<file path="src/rtl/trigger_deadlock_pkg.sv">
// Shared types and helpers for the trigger HLS deadlock reporter: FSM state
// encoding, default widths and a saturating increment.
package trigger_deadlock_pkg;

  localparam int DEF_INFO_W = 4;
  localparam int DEF_CNT_W  = 16;
  localparam int DEF_EVT_W  = 8;

  typedef enum logic [1:0] {
    IDLE     = 2'd0,
    WATCH    = 2'd1,
    DETECTED = 2'd2
  } state_t;

  // Callers zero-extend into 32 bits and truncate the result back to their width.
  function automatic logic [31:0] sat_inc(input logic [31:0] value,
                                          input logic [31:0] max_value);
    if (value >= max_value) begin
      return max_value;
    end else begin
      return value + 32'd1;
    end
  endfunction

endpackage

</file>
<file path="src/rtl/trigger_sat_counter.sv">
// Parameterised saturating up-counter with synchronous clear and increment enable.
module trigger_sat_counter
  import trigger_deadlock_pkg::*;
#(
  parameter int W = 8
) (
  input  logic         clock,
  input  logic         reset,
  input  logic         clr,
  input  logic         inc,
  output logic [W-1:0] count
);

  logic [W-1:0] count_r;

  // Counter register; clear outranks increment.
  always_ff @(posedge clock or posedge reset) begin
    if (reset) begin
      count_r <= {W{1'b0}};
    end else if (clr) begin
      count_r <= {W{1'b0}};
    end else if (inc) begin
      count_r <= W'(sat_inc(32'(count_r), 32'({W{1'b1}})));
    end else begin
      count_r <= count_r;
    end
  end

  assign count = count_r;

endmodule

</file>
<file path="src/rtl/trigger_hls_deadlock_reporter.sv">
// Qualifies the HLS deadlock monitor's block flag into a sticky deadlock status
// with a one-cycle irq, latched channel info and stall statistics.
module trigger_hls_deadlock_reporter
  import trigger_deadlock_pkg::*;
#(
  parameter int INFO_W = DEF_INFO_W,
  parameter int CNT_W  = DEF_CNT_W,
  parameter int EVT_W  = DEF_EVT_W
) (
  input  logic              clock,
  input  logic              reset,
  input  logic              enable,
  input  logic [CNT_W-1:0]  threshold,
  input  logic              clear,
  input  logic              block,
  input  logic [INFO_W-1:0] axis_block_info,
  output logic              deadlock,
  output logic              irq,
  output logic [INFO_W-1:0] latched_info,
  output logic [CNT_W-1:0]  run_len,
  output logic [CNT_W-1:0]  max_stall,
  output logic [EVT_W-1:0]  event_count
);

  state_t             state_r, state_next_s;
  logic [CNT_W-1:0]   eff_thr_s, run_len_s, run_len_inc_s, run_len_next_s, max_stall_r;
  logic               run_clr_s, run_inc_s, detect_s;
  logic               deadlock_r, irq_r;
  logic [INFO_W-1:0]  latched_info_r;

  // A programmed threshold of 0 behaves like 1.
  assign eff_thr_s     = (threshold == {CNT_W{1'b0}}) ? CNT_W'(1) : threshold;
  assign run_len_inc_s = CNT_W'(sat_inc(32'(run_len_s), 32'({CNT_W{1'b1}})));

  // Next state and run-length counter control; IDLE always holds run_len at 0.
  always_comb begin
    state_next_s = state_r;
    run_clr_s    = 1'b0;
    run_inc_s    = 1'b0;
    detect_s     = 1'b0;
    if (clear) begin
      state_next_s = IDLE;
      run_clr_s    = 1'b1;
    end else begin
      case (state_r)
        IDLE, WATCH: begin
          if (enable && block) begin
            run_inc_s = 1'b1;
            if (run_len_inc_s == eff_thr_s) begin
              state_next_s = DETECTED;
              detect_s     = 1'b1;
            end else begin
              state_next_s = WATCH;
            end
          end else begin
            state_next_s = IDLE;
            run_clr_s    = 1'b1;
          end
        end
        DETECTED: begin
          if (block) begin
            run_inc_s = 1'b1;
          end else begin
            run_inc_s = 1'b0;
          end
        end
        default: begin
          state_next_s = IDLE;
          run_clr_s    = 1'b1;
        end
      endcase
    end
  end

  // Value run_len takes at the next edge, for the max_stall comparison.
  always_comb begin
    if (run_clr_s) begin
      run_len_next_s = {CNT_W{1'b0}};
    end else if (run_inc_s) begin
      run_len_next_s = run_len_inc_s;
    end else begin
      run_len_next_s = run_len_s;
    end
  end

  // State, sticky status, info latch and max_stall registers.
  always_ff @(posedge clock or posedge reset) begin
    if (reset) begin
      state_r        <= IDLE;
      deadlock_r     <= 1'b0;
      irq_r          <= 1'b0;
      latched_info_r <= {INFO_W{1'b0}};
      max_stall_r    <= {CNT_W{1'b0}};
    end else begin
      state_r <= state_next_s;
      irq_r   <= detect_s;
      if (clear) begin
        deadlock_r     <= 1'b0;
        latched_info_r <= {INFO_W{1'b0}};
        max_stall_r    <= {CNT_W{1'b0}};
      end else begin
        if (detect_s) begin
          deadlock_r     <= 1'b1;
          latched_info_r <= axis_block_info;
        end else if (state_r == DETECTED) begin
          latched_info_r <= latched_info_r | axis_block_info;
        end else begin
          latched_info_r <= latched_info_r;
        end
        if (run_len_next_s > max_stall_r) begin
          max_stall_r <= run_len_next_s;
        end else begin
          max_stall_r <= max_stall_r;
        end
      end
    end
  end

  trigger_sat_counter #(.W(CNT_W)) u_run_len (
    .clock (clock),
    .reset (reset),
    .clr   (run_clr_s),
    .inc   (run_inc_s),
    .count (run_len_s)
  );

  // Event count survives clear; only reset zeroes it.
  trigger_sat_counter #(.W(EVT_W)) u_event_count (
    .clock (clock),
    .reset (reset),
    .clr   (1'b0),
    .inc   (detect_s),
    .count (event_count)
  );

  assign deadlock     = deadlock_r;
  assign irq          = irq_r;
  assign latched_info = latched_info_r;
  assign run_len      = run_len_s;
  assign max_stall    = max_stall_r;

endmodule

</file>
<file path="config.mk">
export PLATFORM = sky130hd
export DESIGN_NAME = trigger_hls_deadlock_reporter
export DESIGN_NICKNAME = d
export VERILOG_FILES = /design/src/rtl/trigger_deadlock_pkg.sv /design/src/rtl/trigger_sat_counter.sv /design/src/rtl/trigger_hls_deadlock_reporter.sv
export SDC_FILE = /design/constraint.sdc
export NUM_CORES = 1
export LEC_CHECK = 0
export ABC_AREA = 1
export ABC_CLOCK_PERIOD_IN_PS = 2900
export BUFFER_PORTS_ARGS = -buffer_cell sky130_fd_sc_hd__clkbuf_2
export CELL_PAD_IN_SITES_DETAIL_PLACEMENT = 0
export CELL_PAD_IN_SITES_GLOBAL_PLACEMENT = 1
export CORE_UTILIZATION = 36
export CTS_BUF_LIST = sky130_fd_sc_hd__clkbuf_4 sky130_fd_sc_hd__clkbuf_8 sky130_fd_sc_hd__clkbuf_16
export CTS_CLUSTER_SIZE = 12
export DETAILED_ROUTE_END_ITERATION = 8
export HOLD_SLACK_MARGIN = 0.15
export PLACE_DENSITY = 0.74
export SYNTH_ARGS = -nofsm -noshare
export SYNTH_HDL_FRONTEND = slang
export SYNTH_SLANG_ARGS = --single-unit
export TNS_END_PERCENT = 50
</file>
<file path="constraint.sdc">
create_clock -name clock -period 2.9 [get_ports clock]
set_input_delay 0.58 -clock clock [delete_from_list [all_inputs] [get_ports clock]]
set_output_delay 0.58 -clock clock [all_outputs]
set_load 0.03 [all_outputs]
</file>
Yosys cells after proc, flatten, opt, wreduce, memory -nomap -nowiden
Index checks and enable logic that the tools add are counted.
Widths: inputs -> output; s select.
{ "word_totals": {"in_bits": 25, "output_inout_bits": 46, "wordCells": 51, "regBits": 48} }
{ "classes": {"add_sub_neg": 2, "order_cmp": 3, "n_mux": 27, "n_reduce_logical": 7, "bitwise_logic": 1, "eq_ne": 4} }
{ "op_table": {"columns": ["cell", "count"], "rows": [
  ["$mux 16", 6],
  ["$add 16x1->16 const B", 1],
  ["$eq 16x16->1", 1],
  ["$ge 16x16->1 const B", 1],
  ["$gt 16x16->1", 1],
  ["$logic_not 16->1", 1],
  ["$mux 4", 3],
  ["$mux 1", 11],
  ["$add 8x1->8 const B", 1],
  ["$ge 8x8->1 const B", 1],
  ["$mux 8", 1],
  ["$mux 2", 3],
  ["$or 4x4->4", 1],
  ["$pmux 1 s2", 2],
  ["$pmux 2 s2", 1],
  ["$reduce_bool 2->1", 2],
  ["$reduce_bool 3->1", 1],
  ["$eq 2x1->1 const B", 1],
  ["$eq 2x2->1 const B", 1],
  ["$logic_not 2->1", 1],
  ["$ne 2x2->1 const B", 1],
  ["$reduce_or 2->1", 1],
  ["$logic_and 1x1->1", 1]
]} }

Depth between registers and ports, before layout
Gate-level depths: netlist of run 1.
{ "depth": {"ltp_word": 9, "ltp_mapped": 23, "mapped_depth_nobuf": 21} }

Modules after synthesis
Synthesis of run 1 repeated with hierarchy kept, for this count alone.
{ "hier_totals": {"hier_cells": 657, "area_unflattened_um2": 4141.5} }
{ "by_module_without_submodules": {"columns": ["module", "instances", "cells_per_inst", "area_each_um2", "seq_area_each_um2"], "rows": [
  ["trigger_hls_deadlock_reporter", 1, 429, 2587.5, 600.6],
  ["trigger_sat_counter at u_run_len", 1, 159, 1068.5, 400.4],
  ["trigger_sat_counter at u_event_count", 1, 69, 485.5, 200.2]
]} }

Worst setup path before layout of run 1
Ideal clock, no wire load.
{ "synth_path": {"path_type": "register to register", "startpoint": "register u_run_len.count_r[0], in the netlist u_run_len.count[0]", "endpoint": "register max_stall_r[7], in the netlist max_stall[7]", "path_buffers": 2, "period_less_slack_ns": 3.162, "stages_incl_launch_ff": 20, "setup_ns": 0.117, "arrival_time_ns": 3.045, "path_slack_ns": -0.262, "required_time_ns": 2.783, "cell_sequence": "dfrtp_1 -> ha_1 -> nand3_4 -> nor2_4 -> nand2_4 -> buf_6 -> nand3_2 -> nor2_1 -> a211oi_1 -> ha_1 -> nand2_1 -> nor2_1 -> a211oi_1 -> o221a_2 -> nand2_1 -> nand2_2 -> nand2_2 -> buf_4 -> nand2_1 -> nand2_1"} }
{ "synth_between": {"elab_chain_cells": 6, "elab_cells_between_ends": 9, "classes_between": "add/sub: 1; order compare: 2; mux: 5; reduce/logical: 1"} }
{ "synth_lines": {"columns": ["element", "line_no", "rtl"], "rows": [
  ["from (decl)", "trigger_sat_counter.sv:14", "logic [W-1:0] count_r;"],
  ["from (signal assigned)", "trigger_sat_counter.sv:19", "count_r <= {W{1'b0}};"],
  ["from (signal assigned)", "trigger_sat_counter.sv:21", "count_r <= {W{1'b0}};"],
  ["from (signal assigned)", "trigger_sat_counter.sv:23", "count_r <= W'(sat_inc(32'(count_r), 32'({W{1'b1}})));"],
  ["$add 16x1->16 or $ge 16x16->1 (tied branches)", "trigger_deadlock_pkg.sv:21, trigger_deadlock_pkg.sv:18", null],
  ["$mux 16 *", "trigger_deadlock_pkg.sv:18", "if (value >= max_value) begin"],
  ["$mux 16 *", "trigger_hls_deadlock_reporter.sv:79", "end else if (run_inc_s) begin"],
  ["$mux 16 *", null, null],
  ["net run_len_next_s[11]", "trigger_hls_deadlock_reporter.sv:26", "logic [CNT_W-1:0] eff_thr_s, run_len_s, run_len_inc_s, run_len_next_s, max_stall_r;"],
  ["$gt 16x16->1 *", "trigger_hls_deadlock_reporter.sv:110", "if (run_len_next_s > max_stall_r) begin"],
  ["$reduce_bool 2->1 (no source line) *", null, null],
  ["to (signal assigned)", "trigger_hls_deadlock_reporter.sv:93", "max_stall_r <= {CNT_W{1'b0}};"],
  ["to (signal assigned)", "trigger_hls_deadlock_reporter.sv:111", "max_stall_r <= run_len_next_s;"],
  ["to (signal assigned)", "trigger_hls_deadlock_reporter.sv:113", "max_stall_r <= max_stall_r;"],
  ["to (decl)", "trigger_hls_deadlock_reporter.sv:26", null]
]} }
The timed path passes the listed nets; every way through them passes the cells marked *. The select of a mux whose other input is x is not followed.
A chain may end at the register's enable or synchronous reset.

Worst setup path after layout of run 1
{ "layout_path": {"startpoint": "register u_run_len.count_r[0], in the netlist u_run_len.count[0]", "endpoint": "register max_stall_r[6], in the netlist max_stall[6]"} }
Same word-level chain as after synthesis.

==> results of run 1 <==
==> repair_timing <==
action,in CTS,in global routing
pin swaps,0,27
setup endpoints to repair,16,16
gates resized for setup,2,51
gates cloned,0,2
setup buffers,0,31
==> placed cells by master (no fill, tap or decap), types with 2 or more instances in the layout <==
master,instances
nand2_1,124
inv_1,72
clkbuf_2,70
buf_4,60
nand3_1,49
dfrtp_1,39
nor2_1,24
nand4_1,16
ha_1,16
nand2_2,13
inv_2,12
nand3_2,9
o21ai_1,9
a21oi_1,9
dfrtp_2,9
o21ai_0,7
a21oi_2,7
nor2_4,6
xor2_1,6
nand3_4,5
nand2_4,5
nor2_2,5
nor3_1,5
o21ai_2,5
clkbuf_8,5
xor2_2,3
buf_6,3
nand2_8,2
xnor2_1,2
a211oi_2,2
clkbuf_4,2
==> routing by layer <==
layer / part of all wire, % / GRT usage [%] / routed length, microns / vias to the layer above
li1: - / - / - / 1792
met1: 46 / 25.84 / 4421 / 1562
met2: 49 / 33.12 / 4661 / 75
met3: 3.5 / 2.389 / 339 / 11
met4: 1.8 / 6.222 / 170 / 0
met5: 0 / 0 / 0 / -
==> synth_stat cells, types with 4 or more instances <==
cell type	number
ha_1	17
nor3_1	6
o21ai_0	16
nor2_1	27
nand2_2	7
xor2_1	7
nand3_1	51
inv_1	75
nand3_2	10
nor2_4	4
a21oi_1	16
nand4_1	16
dfrtp_1	48
inv_2	8
nand2_1	135
nor2_2	4
==> sequential cells by signal (all words and copies together), names as in the netlist <==
name,count
max_stall,16
u_run_len.count,16
u_event_count.count,8
latched_info,4
state_r,2
deadlock,1
irq,1
==> cell families (layout without fill, tap and decap cells) <==
family / after synthesis / in the layout / synth area share [%]
compound gates: 43 / 43 / 7.036
xor+xnor: 11 / 11 / 3.245
fa+ha+maj: 17 / 17 / 6.197
buf+inv: 92 / 226 / 10.90
flops: 48 / 48 / 35.00
simple gates: 266 / 267 / 37.62
==> area by class of cell <==
type | count | area, sq um
fillers | 924 | 4556
well taps | 129 | 161.4
multi-input cells | 338 | 2067
flip-flops and latches | 48 | 1212
clock inverters | 1 | 5.005
clock buffers | 7 | 83.83
inverters | 84 | 315.3
repair buffers | 134 | 839.6
==> worst reg2reg max path, cell delays in order, from the launching register on <==
cell	delay, ps
dfrtp_2	460
ha_4	190
nand3_4	100
inv_2	60
nand2_4	90
nor2_4	50
nand2_4	110
nand3_1	160
o21ai_2	170
a21oi_2	60
ha_1	330
nand4_1	180
nor3_1	230
nand3_1	140
nand2_4	140
buf_2	160
nand3_1	70
nand2_1	70
==> final timing paths <==
kind                                               from                                  to  slack, ps  depth (start not counted)
setup reg to reg           u_run_len.count[0]$_DFF_PP0_            max_stall[6]$_DFFE_PP0P_         80                         17
max in group asynchronous                         reset        u_run_len.count[1]$_DFF_PP0_       1930                          3
hold reg to reg                    deadlock$_DFFE_PP0P_                deadlock$_DFFE_PP0P_        510                          2
min in group clock                   axis_block_info[2]         latched_info[2]$_DFFE_PP0P_        470                          3
setup / recovery           u_run_len.count[0]$_DFF_PP0_            max_stall[6]$_DFFE_PP0P_         80                         17
hold / removal                                    reset  u_event_count.count[1]$_DFFE_PP0P_        220                          2
==> where the power goes <==
group | leakage (nW) | internal [mW] | total, mW | switching, mW
clock | 0.0491 | 0.188 | 0.403 | 0.214
combinational | 1.91 | 0.114 | 0.305 | 0.190
sequential | 0.642 | 0.679 | 0.690 | 0.0110
==> flow_metrics.env, run 1 <==
export IMPL_yosys_area_top_type="dfrtp_1"
export IMPL_critical_path_cell_chain="ha_4 > nand3_4 > inv_2 > nand2_4 > nor2_4 > nand2_4 > nand3_1 > o21ai_2 > a21oi_2 > ha_1 > nand4_1 > nor3_1 > nand3_1 > nand2_4 > buf_2 > nand3_1 > nand2_1"
export IMPL_critPathArrivalTime_ps=3060
export IMPL_crit_slowest_cell="dfrtp_2"
export IMPL_clock_sinks=48
export IMPL_drc=0
export IMPL_post_dp_cell_area_sq_mm=0.004173
export IMPL_cts_tree="done"
export IMPL_postSynthAreaPerCell_sq_um=7.195
export IMPL_post_drt_wl_per_cell_microns=12.94
export IMPL_grt_start_max_net_pins=34
export IMPL_syn_area_sq_mm=0.003432
export IMPL_postLayoutSetupSlackWorst_ps=81.73
export IMPL_gp_congestion=0.8772
export IMPL_synth_area_leaders="dfrtp_1 (35%), nand2_1 (15%), inv_1 (8.2%)"
export IMPL_hp_class="in -> async"
export IMPL_status="complete, no violations"
export IMPL_n_antenna_cell=0
export IMPL_vias_per_cell=4.642
export IMPL_insertion_delay_ps=290
export IMPL_drv_cap=0
export IMPL_setup_violations=0
export IMPL_setup_tns_ps=0
export IMPL_slew_viol_final=0
export IMPL_cts_root_buffer="clkbuf_8"
export IMPL_ys_flop_type="dfrtp_1"
export IMPL_crit_path_start_kind="register"
export IMPL_die_w_microns=99.64
export IMPL_yosysWarnings=0
export IMPL_cp_required_ps=3140
export IMPL_cp_top_family="simple AND/OR/NAND/NOR gates"
export IMPL_cpPeakStageDelay_ps=460
export IMPL_crit_buf_inv=2
export IMPL_tightest_slew_ps=467.6
export IMPL_min_period_over_period_pct=97.18
export IMPL_fin_worst_skew_ps=5.232
export IMPL_die_area_sq_mm=0.009928
export IMPL_htreeDepth=2
export IMPL_pin_count=71
export IMPL_min_period_ps=2818
export IMPL_areaGrowthSynthToFinish_pct=36.49
export IMPL_worst_hold_slack_ps=223.5
export IMPL_grt_setup_unrepaired="yes"
export IMPL_fp_row_count=35
export IMPL_stdcell_area_sq_mm=0.004684
export IMPL_routed_wl_microns=9592
export IMPL_worst_setup_path_type="reg -> reg"
export IMPL_slew_headroom_pct=68.59
export IMPL_end_kind="register"
export IMPL_grt_pass1_vias=3181
export IMPL_ys_ff_latch=48
export IMPL_synth_top_area_share_pct=35.00
export IMPL_drt_iter0_markers=129
export IMPL_hpwl_microns=7657
export IMPL_ys_seq_area_share_pct=35.00
export IMPL_antenna_found_initial=0
export IMPL_grt_pass1_wl_microns=15310
export IMPL_synth_edff_count=0
export IMPL_ant_nets=0
export IMPL_dp_cells=700
export IMPL_layoutNonFillerInstCount=741
export IMPL_drive_gt1_share_pct=37.58
export IMPL_netlist_instances=477
export IMPL_core_area_sq_mm=0.009240
export IMPL_leakage_nw=2.600
export IMPL_dr_pass1_iters=4
export IMPL_nNetsFinal=653
export IMPL_port_buffers=70
export IMPL_hold_viol_final=0
export IMPL_track_usage_pct=19.49
export IMPL_fin_total_pwr_mw=1.397
export IMPL_syn_nets=519
export IMPL_ys_async_sr_fraction_pct=100.0
export IMPL_clk_pin_slew_ps=80
export IMPL_fmax_ghz=0.3548
export IMPL_vias=3440
export IMPL_overflow=0
export IMPL_crit_path_max_fanout=5
export IMPL_cellPowerDensity_mw_per_mm2=298.3
export IMPL_die_h_microns=99.64
export IMPL_hold_buffers=0
export IMPL_start_util_pct=37.14
export IMPL_peakVddDrop_v=0.0001914
export IMPL_tritoncts_num_buffers=5
export IMPL_yosysUniqueCellTypes=36
export IMPL_pre_cts_slack_ps=-143.4
export IMPL_cts_buffer_depth=2
export IMPL_postLayoutCoreUtil_pct=50.70
(Power assumes the default switching activity.)
==> inputs of run 2 (changes only) <==
--- a/config.mk
+++ b/config.mk
@@ -16,6 +16,7 @@
 export DETAILED_ROUTE_END_ITERATION = 8
 export HOLD_SLACK_MARGIN = 0.15
 export PLACE_DENSITY = 0.74
+export SETUP_SLACK_MARGIN = 0.2
 export SYNTH_ARGS = -nofsm -noshare
 export SYNTH_HDL_FRONTEND = slang
 export SYNTH_SLANG_ARGS = --single-unit
==> run 2 against run 1 <==
  * Sequential power about the same
  * Clock skew is 13 ps higher
  * Fmax decreased by 2.3%
  * Combinational power is 6% higher
  * Non-clock buffer count down 10
  * Setup slack worse by 65 ps
  * First-iteration DRC count is 22% higher
  * Via count is 0.55% higher
  * Routed wire length is 4.1% higher
  * Core utilization shrank 0.095 points
  * Register-to-register slack worse by 70 ps
  * Critical path depth increased by 2
  * Critical path type unchanged
==> flow_metrics.env, run 2 (synthesis results as in run 1) <==
export IMPL_setup_violations=0
export IMPL_clock_sinks=48
export IMPL_die_w_microns=99.64
export IMPL_slew_viol_final=0
export IMPL_gp_congestion=0.8841
export IMPL_crit_path_max_fanout=6
export IMPL_routed_wl_microns=9985
export IMPL_vias_per_cell=4.732
export IMPL_grt_setup_unrepaired="yes"
export IMPL_cp_required_ps=3130
export IMPL_cellPowerDensity_mw_per_mm2=341.0
export IMPL_critical_path_cell_chain="ha_4 > nand3_4 > inv_2 > nand2_4 > nor2_4 > nand2_4 > nand2_1 > o21ai_1 > inv_1 > ha_1 > nand2_1 > nor2_2 > nand4_1 > nor3_2 > nand3_1 > nand2_4 > buf_6 > nand3_1 > nand2_1"
export IMPL_crit_slowest_cell="dfrtp_2"
export IMPL_overflow=0
export IMPL_hp_class="in -> async"
export IMPL_dp_cells=703
export IMPL_grt_pass1_vias=3191
export IMPL_fin_total_pwr_mw=1.594
export IMPL_fp_row_count=35
export IMPL_cts_root_buffer="clkbuf_8"
export IMPL_tightest_slew_ps=638.9
export IMPL_die_h_microns=99.64
export IMPL_crit_buf_inv=3
export IMPL_antenna_found_initial=0
export IMPL_hpwl_microns=7791
export IMPL_peakVddDrop_v=0.0002639
export IMPL_tritoncts_num_buffers=5
export IMPL_clk_pin_slew_ps=100
export IMPL_track_usage_pct=20.33
export IMPL_htreeDepth=2
export IMPL_cpPeakStageDelay_ps=460
export IMPL_cp_top_family="simple AND/OR/NAND/NOR gates"
export IMPL_cp_depth=19
export IMPL_slew_headroom_pct=57.08
export IMPL_insertion_delay_ps=300
export IMPL_drv_cap=0
export IMPL_areaGrowthSynthToFinish_pct=36.24
export IMPL_port_buffers=70
export IMPL_r2r_cells=19
export IMPL_crit_path_start="u_run_len.count[0]$_DFF_PP0_"
export IMPL_vias=3459
export IMPL_final_cell_mix="nand2_1 (122), inv_1 (73), clkbuf_2 (70)"
export IMPL_status="complete, no violations"
export IMPL_min_period_over_period_pct=99.43
export IMPL_layoutNonFillerInstCount=731
export IMPL_n_antenna_cell=0
export IMPL_core_area_sq_mm=0.009240
export IMPL_dr_pass1_iters=4
export IMPL_worst_setup_path_type="reg -> reg"
export IMPL_fmax_ghz=0.3468
export IMPL_pin_count=71
export IMPL_grt_start_max_net_pins=35
export IMPL_hold_buffers=0
export IMPL_ant_nets=0
export IMPL_drc=0
export IMPL_min_period_ps=2883
export IMPL_rr_endpoint="max_stall[11]$_DFFE_PP0P_"
export IMPL_nNetsFinal=643
export IMPL_hold_viol_final=0
export IMPL_crit_end="max_stall[11]$_DFFE_PP0P_"
export IMPL_post_drt_wl_per_cell_microns=13.66
export IMPL_rrSetupSlack_ps=20
export IMPL_drt_iter0_markers=157
export IMPL_rr_startpoint="u_run_len.count[0]$_DFF_PP0_"
export IMPL_drive_gt1_share_pct=37.54
export IMPL_cts_tree="done"
export IMPL_fin_worst_skew_ps=18.08
export IMPL_postLayoutCoreUtil_pct=50.60
export IMPL_start_util_pct=37.14
export IMPL_final_common_cell="nand2_1"
export IMPL_end_kind="register"
export IMPL_leakage_nw=2.576
export IMPL_grt_pass1_wl_microns=15860
export IMPL_crit_path_start_kind="register"
export IMPL_die_area_sq_mm=0.009928
export IMPL_cts_buffer_depth=2
export IMPL_critPathArrivalTime_ps=3120
-- run 2: changes by cell type in the layout (fill, tap and decap cells not counted), sizes merged --
cell	delta
clkinv	-1
clkbuf	-1
buf	-10
bufinv	+2
-- run 2: layout make-up --
class	instances	area, sq um
Multi-Input combinational cell	338	2082
Timing Repair Buffer	124	763.2
Inverter	84	317.8
Fill cell	936	4564
Sequential cell	48	1215
Tap cell	129	161.4
Clock inverter	2	60.06
Clock buffer	6	76.32
-- run 2: layer usage --
layer	GRT usage, %	vias to the layer above	share of wire (%)
li1	-	1774	-
met1	30.65	1582	50
met2	30.77	92	45
met3	2.249	11	4.0
met4	5.430	0	1.5
met5	0	-	0
-- run 2: stage by stage --
step           worst slack [ps]  hold WS, ps  setup TNS (ps)  instance area, sq um
2_1_floorplan             27.18        559.8               0                  3497
3_3_place_gp              50.91        465.2               0                  4209
3_5_place_dp             -18.02        475.3          -26.57                  4209
4_1_cts                   102.0        216.1               0                  4451
5_1_grt                  -142.0        230.0           -1854                  4676
6_report                  16.60        200.5               0                  4676
-- run 2: how the worst min path moves through the flow --
stage / slack [ps] / endpoint
5_1_grt: 230 / u_event_count.count[0]$_DFFE_PP0P_
3_3_place_gp: 470 / deadlock$_DFFE_PP0P_
2_1_floorplan: 560 / state_r[1]$_DFFE_PP0P_
6_report: 200 / u_event_count.count[0]$_DFFE_PP0P_
4_1_cts: 220 / u_event_count.count[0]$_DFFE_PP0P_
3_5_place_dp: 480 / deadlock$_DFFE_PP0P_
-- run 2: repair_timing --
action | CTS | global route
pin swaps | 14 | 23
gates resized for setup | 18 | 38
gates cloned | 1 | 0
endpoints found under the setup margin | 16 | 25
buffers inserted | 6 | 13
-- run 2: power breakdown --
group | switching, mW | internal [mW] | total, mW
combinational | 0.204 | 0.118 | 0.322
sequential | 0.0114 | 0.679 | 0.690
clock | 0.227 | 0.354 | 0.581
==> inputs of run 3 (changes only) <==
--- a/config.mk
+++ b/config.mk
@@ -19,5 +19,6 @@
 export SETUP_SLACK_MARGIN = 0.2
 export SYNTH_ARGS = -nofsm -noshare
 export SYNTH_HDL_FRONTEND = slang
+export SYNTH_HIERARCHICAL = 1
 export SYNTH_SLANG_ARGS = --single-unit
 export TNS_END_PERCENT = 50
==> run 3 against run 2 <==
  * The run now ends with setup timing left
  * Sequential cell count did not move
  * Die area increased by 20%
  * Hold slack better by 63 ps
  * Core utilization is 7.4 points higher
  * Cell count up 37%
  * Via count grew 42%
  * Fmax shrank 5.4%
  * Critical path type unchanged
==> flow_metrics.env, run 3 <==
export IMPL_ys_ff_latch=48
export IMPL_crit_path_start_kind="register"
export IMPL_htreeDepth=2
export IMPL_min_period_ps=3048
export IMPL_min_period_over_period_pct=105.1
export IMPL_hpwl_microns=11050
export IMPL_rrSetupSlack_ps=-150
export IMPL_overflow=0
export IMPL_port_buffers=70
export IMPL_ys_seq_area_share_pct=29.00
export IMPL_ys_async_sr_fraction_pct=100.0
export IMPL_synth_simple_area_share_pct=41.90
export IMPL_final_cell_mix="nand2_1 (193), buf_4 (122), inv_1 (96)"
export IMPL_grt_pass1_vias=4688
export IMPL_postLayoutSetupSlackWorst_ps=-148.3
export IMPL_peakVddDrop_v=0.0001839
export IMPL_synth_top_family_by_area="simple AND/OR/NAND/NOR gates"
export IMPL_status="complete, but fails checks"
export IMPL_yosysUniqueCellTypes=36
export IMPL_met1_usage_pct=32.49
export IMPL_violations="setup timing"
export IMPL_tightest_slew_ps=939.4
export IMPL_vias=4912
export IMPL_crit_path_max_fanout=12
export IMPL_die_h_microns=109.3
export IMPL_layoutNonFillerInstCount=1002
export IMPL_leakage_nw=3.411
export IMPL_core_area_sq_mm=0.01103
export IMPL_rr_endpoint="max_stall[9]$_DFFE_PP0P_"
export IMPL_ys_flop_type="dfrtp_1"
export IMPL_final_common_cell="nand2_1"
export IMPL_routed_wl_microns=14220
export IMPL_ys_top_cells_by_count="nand2_1 (214), inv_1 (106), nor2_1 (60)"
export IMPL_hold_viol_final=0
export IMPL_cts_root_buffer="clkbuf_16"
export IMPL_netlist_instances=657
export IMPL_hp_class="in -> async"
export IMPL_grt_setup_unrepaired="yes"
export IMPL_gp_congestion=0.8861
export IMPL_synthMostInstantiatedCell="nand2_1"
export IMPL_insertion_delay_ps=290
export IMPL_synthXorXnorAreaFrac_pct=1.057
export IMPL_yosysWarnings=6
export IMPL_drive_gt1_share_pct=40.72
export IMPL_grt_pass1_wl_microns=22160
export IMPL_die_w_microns=109.3
export IMPL_synth_compound_area_share_pct=10.66
export IMPL_antenna_found_initial=0
export IMPL_worst_setup_path_type="reg -> reg"
export IMPL_fmax_ghz=0.3280
export IMPL_setup_violations=16
export IMPL_drc=0
export IMPL_drt_iter0_markers=335
export IMPL_postSynthAreaPerCell_sq_um=6.304
export IMPL_tritoncts_num_buffers=5
export IMPL_start_util_pct=37.55
export IMPL_synthAdderAreaFrac_pct=5.740
export IMPL_r2r_cells=20
export IMPL_ant_nets=0
export IMPL_vias_per_cell=4.902
export IMPL_crit_end="max_stall[9]$_DFFE_PP0P_"
export IMPL_synth_top_area_share_pct=29.00
export IMPL_post_drt_wl_per_cell_microns=14.19
export IMPL_syn_area_sq_mm=0.004141
export IMPL_fin_worst_skew_ps=6.908
export IMPL_end_kind="register"
export IMPL_die_area_sq_mm=0.01194
export IMPL_synth_edff_count=0
export IMPL_synth_area_leaders="dfrtp_1 (29%), nand2_1 (19%), inv_1 (9.6%)"
export IMPL_cellPowerDensity_mw_per_mm2=232.1
export IMPL_slew_viol_final=0
export IMPL_dr_pass1_iters=5
export IMPL_slew_headroom_pct=37.30
export IMPL_nNetsFinal=905
export IMPL_grt_start_max_net_pins=25
export IMPL_rr_startpoint="u_run_len/count[1]$_DFFE_PP0P_"
export IMPL_clk_pin_slew_ps=70
export IMPL_cp_required_ps=3070
export IMPL_top_usage_layer="met2"
export IMPL_crit_path_start="u_run_len/count[1]$_DFFE_PP0P_"
export IMPL_track_usage_pct=23.98
export IMPL_areaGrowthSynthToFinish_pct=54.50
export IMPL_fp_row_count=38
export IMPL_n_antenna_cell=0
export IMPL_yosys_area_top_type="dfrtp_1"
export IMPL_pin_count=71
export IMPL_muxShareOfSynthArea_pct=0
export IMPL_clock_sinks=48
export IMPL_cts_buffer_depth=2
export IMPL_critPathArrivalTime_ps=3220
export IMPL_setup_tns_ps=-1440
export IMPL_grtUsageMet2_pct=40.21
export IMPL_use_met3_pct=3.347
export IMPL_dp_cells=965
export IMPL_drv_cap=0
export IMPL_cts_tree="done"
[run 3: report_power, final]
| part | leakage, nW | internal (mW) | switching, mW |
|---|---|---|---|
| Clock | 0.0772 | 0.346 | 0.272 |
| Combinational | 2.69 | 0.0804 | 0.112 |
| Sequential | 0.646 | 0.672 | 0.00362 |
| Total | 3.41 | 1.10 | 0.387 |
[run 3: worst max-delay path, stage by stage, from the launching register on]
cell       delay, ps
dfrtp_2          440
ha_4             170
nand2_4           60
nor2_4           150
nand2_4          100
buf_4            150
nand2_1           80
nand2_1           90
nor3_1           220
a211oi_1         110
buf_4            160
ha_1             190
nand3_2           90
a31oi_4           80
a2111oi_4        190
nand2_1          100
nand2_2          100
nand2_4           90
clkbuf_16        180
nand2_1           60
o21ai_0           80
[run 3: routing by layer]
metal,vias to the layer above,part of all wire [%]
met5,-,0
li1,2485,-
met3,17,4.1
met2,125,48
met1,2285,47
met4,0,1.3
[run 3: how the worst min path moves through the flow]
| stage | startpoint | to | slack (ps) | cells past startpoint |
|---|---|---|---|---|
| floorplan | reset | u_event_count/count[0]$_DFFE_PP0P_ | 400 | 1 |
| global placement | deadlock$_DFFE_PP0P_ | deadlock$_DFFE_PP0P_ | 500 | 2 |
| detailed placement | deadlock$_DFFE_PP0P_ | deadlock$_DFFE_PP0P_ | 510 | 2 |
| CTS | reset | u_event_count/count[2]$_DFFE_PP0P_ | 270 | 2 |
| global route | reset | u_event_count/count[2]$_DFFE_PP0P_ | 300 | 2 |
| finish | reset | u_event_count/count[7]$_DFFE_PP0P_ | 260 | 2 |
[run 3: cell families after synthesis]
family	after synthesis
AO/OA/AOI/OAI	81
AND/OR/NAND/NOR	381
adder cells (fa/ha/maj)	19
other	1
XOR/XNOR	5
flip-flops	48
buffers and inverters	122
[run 3: layout make-up]
| type | instances | area [sq um] |
|---|---|---|
| fillers | 1055 | 4632 |
| clock buffers | 6 | 138.9 |
| flip-flops and latches | 48 | 1219 |
| inverters | 112 | 431.7 |
| clock inverters | 2 | 13.76 |
| well taps | 140 | 175.2 |
| repair buffers | 206 | 1503 |
| multi-input cells | 488 | 2918 |
[run 3: what timing repair did]
action | in CTS | in global routing
pin swaps | 9 | 11
gates cloned | 1 | 2
setup buffers | 19 | 7
setup endpoints to repair | 21 | 30
resized for setup | 49 | 70
hold buffers | 0 | 0
[run 3: metrics by stage]
step           util, %  instance area (sq um)  hold WS [ps]  total power, mW  setup slack [ps]
2_1_floorplan        -                   4235         395.7           0.7787            -30.97
3_3_place_gp     50.03                   5519         504.1           0.8395            -412.7
3_5_place_dp     50.03                   5519         515.0           0.8417            -410.2
4_1_cts          54.74                   6038         270.3            1.464            -16.80
5_1_grt          58.01                   6399         299.8            1.545            -256.7
6_report         58.01                   6399         264.0            1.485            -148.3
